**src/rtl/uart_tx_word_serializer_if.sv**
```systemverilog
// Handshake bundle between the debug controller, the word serializer and the byte-wide UART TX.
// The slave modport is the serializer's view. The master modport is the view of whatever drives it.
interface uart_tx_word_serializer_if #(
    parameter int unsigned NBITS      = 32,
    parameter int unsigned BYTE_WIDTH = 8
);
    logic [NBITS-1:0]      tx_Data;
    logic                  tx_start;
    logic                  tx_done;
    logic                  busy;
    logic [BYTE_WIDTH-1:0] byte_Data;
    logic                  byte_tx_start;
    logic                  byte_tx_done;

    modport slave (
        input  tx_Data,
        input  tx_start,
        input  byte_tx_done,
        output tx_done,
        output busy,
        output byte_Data,
        output byte_tx_start
    );

    modport master (
        output tx_Data,
        output tx_start,
        output byte_tx_done,
        input  tx_done,
        input  busy,
        input  byte_Data,
        input  byte_tx_start
    );
endinterface

```
**src/rtl/uart_tx_word_serializer.sv**
```systemverilog
// Splits one NBITS word into BYTE_WIDTH bytes for a byte-wide UART TX core.
// It returns one tx_done pulse per word. All outputs are registered.
module uart_tx_word_serializer #(
    parameter int unsigned NBITS      = 32,
    parameter int unsigned BYTE_WIDTH = 8,
    parameter bit          LSB_FIRST  = 1'b1
) (
    input logic                      clk,
    input logic                      reset,
    uart_tx_word_serializer_if.slave bus
);

    localparam int unsigned NumBytes = NBITS / BYTE_WIDTH;
    localparam int unsigned CntW     = (NumBytes > 1) ? $clog2(NumBytes) : 1;
    localparam logic [CntW-1:0] LastCnt = CntW'(NumBytes - 1);

    typedef enum logic [1:0] {
        StIdle,
        StSend,
        StWait,
        StRearm
    } state_e;

    state_e                state_q, state_d;
    logic [NBITS-1:0]      word_q, word_d;
    logic [CntW-1:0]       byte_cnt_q, byte_cnt_d;
    logic [BYTE_WIDTH-1:0] byte_data_q, byte_data_d;
    logic                  byte_start_q, byte_start_d;
    logic                  tx_done_q, tx_done_d;
    logic                  busy_q, busy_d;

    logic [CntW-1:0]       byte_idx;
    logic [BYTE_WIDTH-1:0] cur_byte;

    // The byte index is mirrored for MSB-first order, so one mux serves both orders.
    always_comb begin
        byte_idx = LSB_FIRST ? byte_cnt_q : LastCnt - byte_cnt_q;
        cur_byte = '0;
        for (int unsigned k = 0; k < NumBytes; k++) begin
            if (byte_idx == CntW'(k)) begin
                cur_byte = word_q[k*BYTE_WIDTH +: BYTE_WIDTH];
            end
        end
    end

    always_comb begin
        state_d      = state_q;
        word_d       = word_q;
        byte_cnt_d   = byte_cnt_q;
        byte_data_d  = byte_data_q;
        byte_start_d = 1'b0;
        tx_done_d    = 1'b0;
        busy_d       = busy_q;

        case (state_q)
            StIdle: begin
                if (bus.tx_start) begin
                    word_d     = bus.tx_Data;
                    byte_cnt_d = '0;
                    busy_d     = 1'b1;
                    state_d    = StSend;
                end
            end
            StSend: begin
                byte_data_d  = cur_byte;
                byte_start_d = 1'b1;
                state_d      = StWait;
            end
            StWait: begin
                if (bus.byte_tx_done) begin
                    if (byte_cnt_q == LastCnt) begin
                        tx_done_d = 1'b1;
                        state_d   = StRearm;
                    end else begin
                        byte_cnt_d = byte_cnt_q + 1'b1;
                        state_d    = StSend;
                    end
                end
            end
            StRearm: begin
                // A held-high request must drop before the next word is accepted.
                if (!bus.tx_start) begin
                    busy_d  = 1'b0;
                    state_d = StIdle;
                end
            end
            default: state_d = StIdle;
        endcase
    end

    always_ff @(posedge clk or negedge reset) begin
        if (!reset) begin
            state_q      <= StIdle;
            word_q       <= '0;
            byte_cnt_q   <= '0;
            byte_data_q  <= '0;
            byte_start_q <= 1'b0;
            tx_done_q    <= 1'b0;
            busy_q       <= 1'b0;
        end else begin
            state_q      <= state_d;
            word_q       <= word_d;
            byte_cnt_q   <= byte_cnt_d;
            byte_data_q  <= byte_data_d;
            byte_start_q <= byte_start_d;
            tx_done_q    <= tx_done_d;
            busy_q       <= busy_d;
        end
    end

    assign bus.byte_Data     = byte_data_q;
    assign bus.byte_tx_start = byte_start_q;
    assign bus.tx_done       = tx_done_q;
    assign bus.busy          = busy_q;

endmodule

```
**src/flat_wrapper.sv**
```systemverilog
// flat-port wrapper written by rule: the top's interface ports become plain ports
module uart_tx_word_serializer_flat 
#(
    parameter int unsigned NBITS      = 32,
    parameter int unsigned BYTE_WIDTH = 8,
    parameter bit          LSB_FIRST  = 1'b1
)
  (clk, reset, bus_tx_Data, bus_tx_start, bus_byte_tx_done, bus_tx_done, bus_busy, bus_byte_Data, bus_byte_tx_start);
  uart_tx_word_serializer_if #(.NBITS(NBITS), .BYTE_WIDTH(BYTE_WIDTH)) bus_i ();
  input logic clk;
  input logic reset;
  input wire logic [$bits(bus_i.tx_Data)-1:0] bus_tx_Data;
  input wire logic [$bits(bus_i.tx_start)-1:0] bus_tx_start;
  input wire logic [$bits(bus_i.byte_tx_done)-1:0] bus_byte_tx_done;
  output wire logic [$bits(bus_i.tx_done)-1:0] bus_tx_done;
  output wire logic [$bits(bus_i.busy)-1:0] bus_busy;
  output wire logic [$bits(bus_i.byte_Data)-1:0] bus_byte_Data;
  output wire logic [$bits(bus_i.byte_tx_start)-1:0] bus_byte_tx_start;
  assign bus_i.tx_Data = bus_tx_Data;
  assign bus_i.tx_start = bus_tx_start;
  assign bus_i.byte_tx_done = bus_byte_tx_done;
  assign bus_tx_done = bus_i.tx_done;
  assign bus_busy = bus_i.busy;
  assign bus_byte_Data = bus_i.byte_Data;
  assign bus_byte_tx_start = bus_i.byte_tx_start;
  uart_tx_word_serializer #(.NBITS(NBITS), .BYTE_WIDTH(BYTE_WIDTH), .LSB_FIRST(LSB_FIRST)) u_core (.clk(clk), .reset(reset), .bus(bus_i));
endmodule
```
**config.mk**
```make
export PLATFORM = sky130hd
export DESIGN_NAME = uart_tx_word_serializer_flat
export DESIGN_NICKNAME = d
export VERILOG_FILES = /design/src/rtl/uart_tx_word_serializer_if.sv /design/src/rtl/uart_tx_word_serializer.sv /design/src/flat_wrapper.sv
export SDC_FILE = /design/constraint.sdc
export NUM_CORES = 1
export LEC_CHECK = 0
export CAP_MARGIN = 15
export CORE_ASPECT_RATIO = 1.5
export CORE_MARGIN = 10
export CORE_UTILIZATION = 50
export DETAILED_ROUTE_END_ITERATION = 7
export PLACE_DENSITY = 0.79
export SLEW_MARGIN = 20
export SYNTH_ARGS = -nofsm -noshare
export SYNTH_HDL_FRONTEND = slang
export SYNTH_SLANG_ARGS = --single-unit
```
**constraint.sdc**
```tcl
create_clock -name clk -period 1.8 [get_ports clk]
set_clock_uncertainty 0.15 [all_clocks]
set_input_delay 0.45 -clock clk [delete_from_list [all_inputs] [get_ports clk]]
set_output_delay 0.45 -clock clk [all_outputs]
set_load 0.03 [all_outputs]
```
* Yosys cells after proc, flatten, opt, wreduce, memory -nomap -nowiden *
Index checks and enable logic that the tools add are counted.

word-level totals
  input bits = 36
  register bits = 47
  output and inout port bits = 11

cells by class
  add/subtract/negate cells = 1
  equal/unequal tests = 10
  muxes and demuxes = 20
  reduce and logical (&&, ||, !) cells = 8

operator list
  operator                                                         count
  8-bit 2-to-1 mux                                                 4
  2-bit 2-to-1 mux                                                 7
  2-bit == test, second input constant                             4
  2-bit inequality test, second input constant                     4
  2-bit case mux with 4 select lines                               1
  1-bit 2-to-1 mux                                                 6
  3-bit AND reduction                                              2
  2-bit by 1-bit == test with 1-bit output, second input constant  2
  2-bit zero test                                                  2
  2-bit case mux with 2 select lines                               1
  4-bit AND reduction                                              1
  2-bit nonzero test                                               2
  2-bit by 1-bit adder with 2-bit output, second input constant    1
  1-bit case mux with 2 select lines                               1
  2-bit AND reduction                                              1

* Depth between registers and ports, before layout *
  depth in word-level cells = 5
  gate-level depth with buffers = 6
  depth with buffers taken out = 5

* Worst setup path before layout *
Ideal clock, no wire load.

  path kind = register to register
  from = register u_core.byte_cnt_q[0]
  to = register u_core.byte_data_q[0], in the netlist u_core.bus.byte_Data[0]
  library setup time = 0.104 ns
  data required time = 1.546 ns
  stages on the path, launching flop included = 7
  path slack = 0.192 ns
  data arrival time = 1.355 ns
  cell sequence = dfrtp_1 inv_1 ha_1 buf_4 nor2b_4 a222oi_1 a221oi_1

on the way
  word-level cells in the longest chain between the ends = 5

ends and longest elaborated chain
  what                           RTL line                        source
  start, declared                uart_tx_word_serializer.sv:26   logic [CntW-1:0] byte_cnt_q, byte_cnt_d;
  start signal, assigned         uart_tx_word_serializer.sv:103  byte_cnt_q <= byte_cnt_d;
  2-bit zero test                uart_tx_word_serializer.sv:40   if (byte_idx == CntW'(k)) begin
  8-bit 2-to-1 mux (3 in a row)  uart_tx_word_serializer.sv:40
  8-bit 2-to-1 mux (*)           uart_tx_word_serializer.sv:40
  end signal, assigned           uart_tx_word_serializer.sv:104  byte_data_q <= byte_data_d;
  end, declared                  uart_tx_word_serializer.sv:27   logic [BYTE_WIDTH-1:0] byte_data_q, byte_data_d;

Mark *: on every way between the ends. The rest lies on a longest branch, timed or not.
A chain may end at the register's enable or synchronous reset.

* Final worst setup path *
  from = register u_core.byte_cnt_q[0]
  to = register u_core.byte_data_q[6], in the netlist u_core.bus.byte_Data[6]

Same word-level chain as after synthesis.

==> flow_summary_export.csv <==
group,metric,value,unit
clock_network,htreeDepth,2,
sta,worst_slack,-38.6,ps
final_layout,area_delta_synth_final,38.0,%
die,dieWidth,74.2,um
clock_network,cts_num_sinks,47,
die,start_util,51.9,%
die,rows,29,
routing,route.detailed.drc,0,
setup_path,cp_max_fo,7,
clock_network,clk_pin_slew,80,ps
yosys,syn_nets,191,
final_layout,regArea,0.00118,mm^2
setup_path,required,1840,ps
hold_path,hp-class,"reg2reg",
grt,grt_pass1_vias,1628,
power_and_ir_drop,peakVddDrop,1180,uV
final_layout,diodes,0,
sta,max-slew-margin-rel,68.0,%
clock_network,clock_tree.root_cell,"clkbuf_8",
grt,grt_use_total,14.6,%
final_layout,post_route_cells_drive_above_1_share,35.6,%
setup_path,reg2reg_slack,-40,ps
die,core,0.00425,mm^2
final_layout,multiInputGateArea,960,um^2
sta,worst_slew_pin_slew,480,ps
routing,avgRoutedWirePerCell,21.4,um
routing,first_pass_iters,5,
clock_network,numCtsBuffers,5,
grt,grt_max_degree,48,
placed_design,dp_hpwl,3810,um
outcome,outcome,"complete, but fails checks",
grt,antenna_found_initial,0,
power_and_ir_drop,p_total,5500,uW
clock_network,insertion_delay,310,ps
setup_path,path_buf_inv,3,
yosys,yosysWarnings,0,
sta,finalHoldViolations,0,
yosys,synth_area,0.00220,mm^2
setup_path,cp.arrival,1880,ps
grt,overflow,0,
routing,drtIter0Drc,163,
die,boundaryPins,47,
yosys,syn_inst,151,
setup_path,slowest_stage,"a222oi_1",
yosys,syn-mean-instance-area,14.6,um^2
routing,routed_wl,5720,um
sta,setup_viol,2,
setup_path,crit_chain,"inv_2 > ha_4 > buf_4 > a222oi_1 > buf_4 > a221oi_2",
setup_path,end_kind,"register",
setup_path,slowest_delay,490,ps
placed_design,io_buffers,46,
setup_path,crit_type,"reg2reg",
setup_path,critical_path.top_delay_family,"compound AO/OA/AOI/OAI gates",
routing,drtAntennaViolNets,0,
power_and_ir_drop,p_leak,0.00136,uW
setup_path,setup.worst_path.start_class,"register",
final_layout,finalNonFillerCells,268,
yosys,ys_ff_latch,47,
yosys,synth-seq-area-share,53.3,%
routing,drt-vias-per-instance,5.69,
setup_path,crit_path_frequent_cell,"buf_4",
run,cap_violations,0,
placed_design,dp_cells,251,
final_layout,fillerInstances,284,
power_and_ir_drop,powerDensity,1810,mW/mm^2
grt,grt_pass1_wl,8400,um
sta,fmax,0.544,GHz
yosys,ys_types,31,
clock_network,cts_tree,"built",
sta,min_period_over_period,102,%
final_layout,nets,261,
die,die_area,0.00752,mm^2
sta,drv_slew,0,
die,die_h,101,um
placed_design,place_congestion,0.738,
sta,grt_setup_unrepaired,"yes",
clock_network,cts.path.max_buffers,2,
outcome,violations,"negative setup slack",
routing,num_vias,1525,
sta,post-route-min-period,1840,ps
==> power breakdown <==
part	switching [uW]	internal [uW]
sequential	361	1590
combinational	1250	1590
clock	353	351
==> state kept, by name, indices dropped and copies added, names as in the netlist <==
| name | flops |
|---|---|
| u_core.bus.busy | 1 |
| u_core.bus.byte_Data | 8 |
| u_core.bus.byte_tx_start | 1 |
| u_core.bus.tx_done | 1 |
| u_core.byte_cnt_q | 2 |
| u_core.state_q | 2 |
| u_core.word_q | 32 |
==> synth_stat cells <==
cell      count  area share, %
nand2b_1      1           0.28
nor3_1        1           0.23
buf_2         1           0.23
inv_1         5           0.85
nor2_1        8            1.4
a31oi_1       2           0.57
a221o_1       1           0.45
clkbuf_1      1           0.17
nor3_2        1           0.45
and4_2        1           0.45
o21ai_0       3           0.68
buf_12        3            2.7
nand2_1       3           0.51
buf_4         1           0.34
a21o_1        1           0.34
nor3b_4       1           0.85
a222oi_1      7            3.2
ha_1          4            2.3
nor3b_2       1           0.57
nand3b_1      1           0.34
buf_6         3            1.5
and4bb_2      1           0.57
a221oi_1      7            2.8
o31ai_1       1           0.34
a21oi_1       3           0.68
dfrtp_1      47             53
nor2b_4       1           0.62
mux2_4       25             17
a21o_2        1           0.40
nor2b_1       8            2.3
mux2_2        7            3.6
==> worst register-to-register path, stage by stage (launching register included) <==
cell and delay, ps:
dfrtp_1 390, inv_2 90, ha_4 190, buf_4 160, a222oi_1 500, buf_4 200
a221oi_2 50
==> final cells by class <==
class,count,area share [%]
flip-flops and latches,47,38.7
multi-input cells,90,31.5
repair buffers,72,24.0
clock buffers,8,3.29
well taps,46,1.89
inverters,5,0.617
==> final timing paths <==
kind | start | to | cells after the start
min | u_core.word_q[4] | u_core.word_q[4] | 1
max in group asynchronous | reset | u_core.word_q[14] | 3
min reg2reg | u_core.word_q[4] | u_core.word_q[4] | 1
max | u_core.byte_cnt_q[0] | u_core.bus.byte_Data[6] | 6
max reg2reg | u_core.byte_cnt_q[0] | u_core.bus.byte_Data[6] | 6
min in group asynchronous | reset | u_core.word_q[28] | 3
==> metal layers <==
| metal | vias up | part of all wire (%) | GRT usage (%) |
|---|---|---|---|
| li1 | 696 | - | - |
| met1 | 780 | 37 | 15.8 |
| met2 | 38 | 55 | 25.8 |
| met3 | 11 | 4.6 | 4.31 |
| met4 | 0 | 2.6 | 5.23 |
| met5 | - | 0 | 0 |
==> cells by family after synthesis <==
group	share of synthesized area [%]
simple gates	8.51
buf+inv	5.85
flops	53.3
compound gates	9.42
fa+ha+maj	2.27
mux	20.6
==> layout by cell type (no fill, tap or decap), types with 3 or more instances in the layout <==
master | synthesis | layout
clkdlybuf4s50_1 | 0 | 33
clkbuf_8 | 0 | 7
mux2_4 | 25 | 26
buf_12 | 3 | 4
a21oi_1 | 3 | 3
nor2b_1 | 8 | 8
inv_1 | 5 | 3
ha_4 | 0 | 3
a222oi_1 | 7 | 7
nor2_1 | 8 | 8
o21ai_0 | 3 | 3
mux2_2 | 7 | 6
buf_4 | 1 | 18
a221oi_1 | 7 | 5
dlygate4sd2_1 | 0 | 11
dfrtp_1 | 47 | 47
nand2_1 | 3 | 3
==> stage by stage <==
| stage | util (%) | hold WS [ps] | area, um^2 | TNS, ps | worst slack (ps) |
|---|---|---|---|---|---|
| global route | 71.7 | 386 | 3040 | -656 | -116 |
| global placement | 65.2 | 294 | 2770 | -7170 | -256 |
| finish | 71.7 | 370 | 3040 | -64.9 | -38.6 |
| floorplan | - | 4.41 | 2200 | 0 | 192 |
| detailed placement | 65.2 | 304 | 2770 | -9580 | -321 |
| CTS | 69.1 | 371 | 2930 | -0.129 | -0.129 |
==> repair_timing <==
action,in CTS,in global routing
hold endpoints to repair,47,0
cloned,0,2
hold buffers,1,0
gates resized for setup,21,3
pin swaps,3,8
setup buffers,2,4
setup endpoints to repair,20,13
Note: power is estimated with default switching activity, not from simulation.
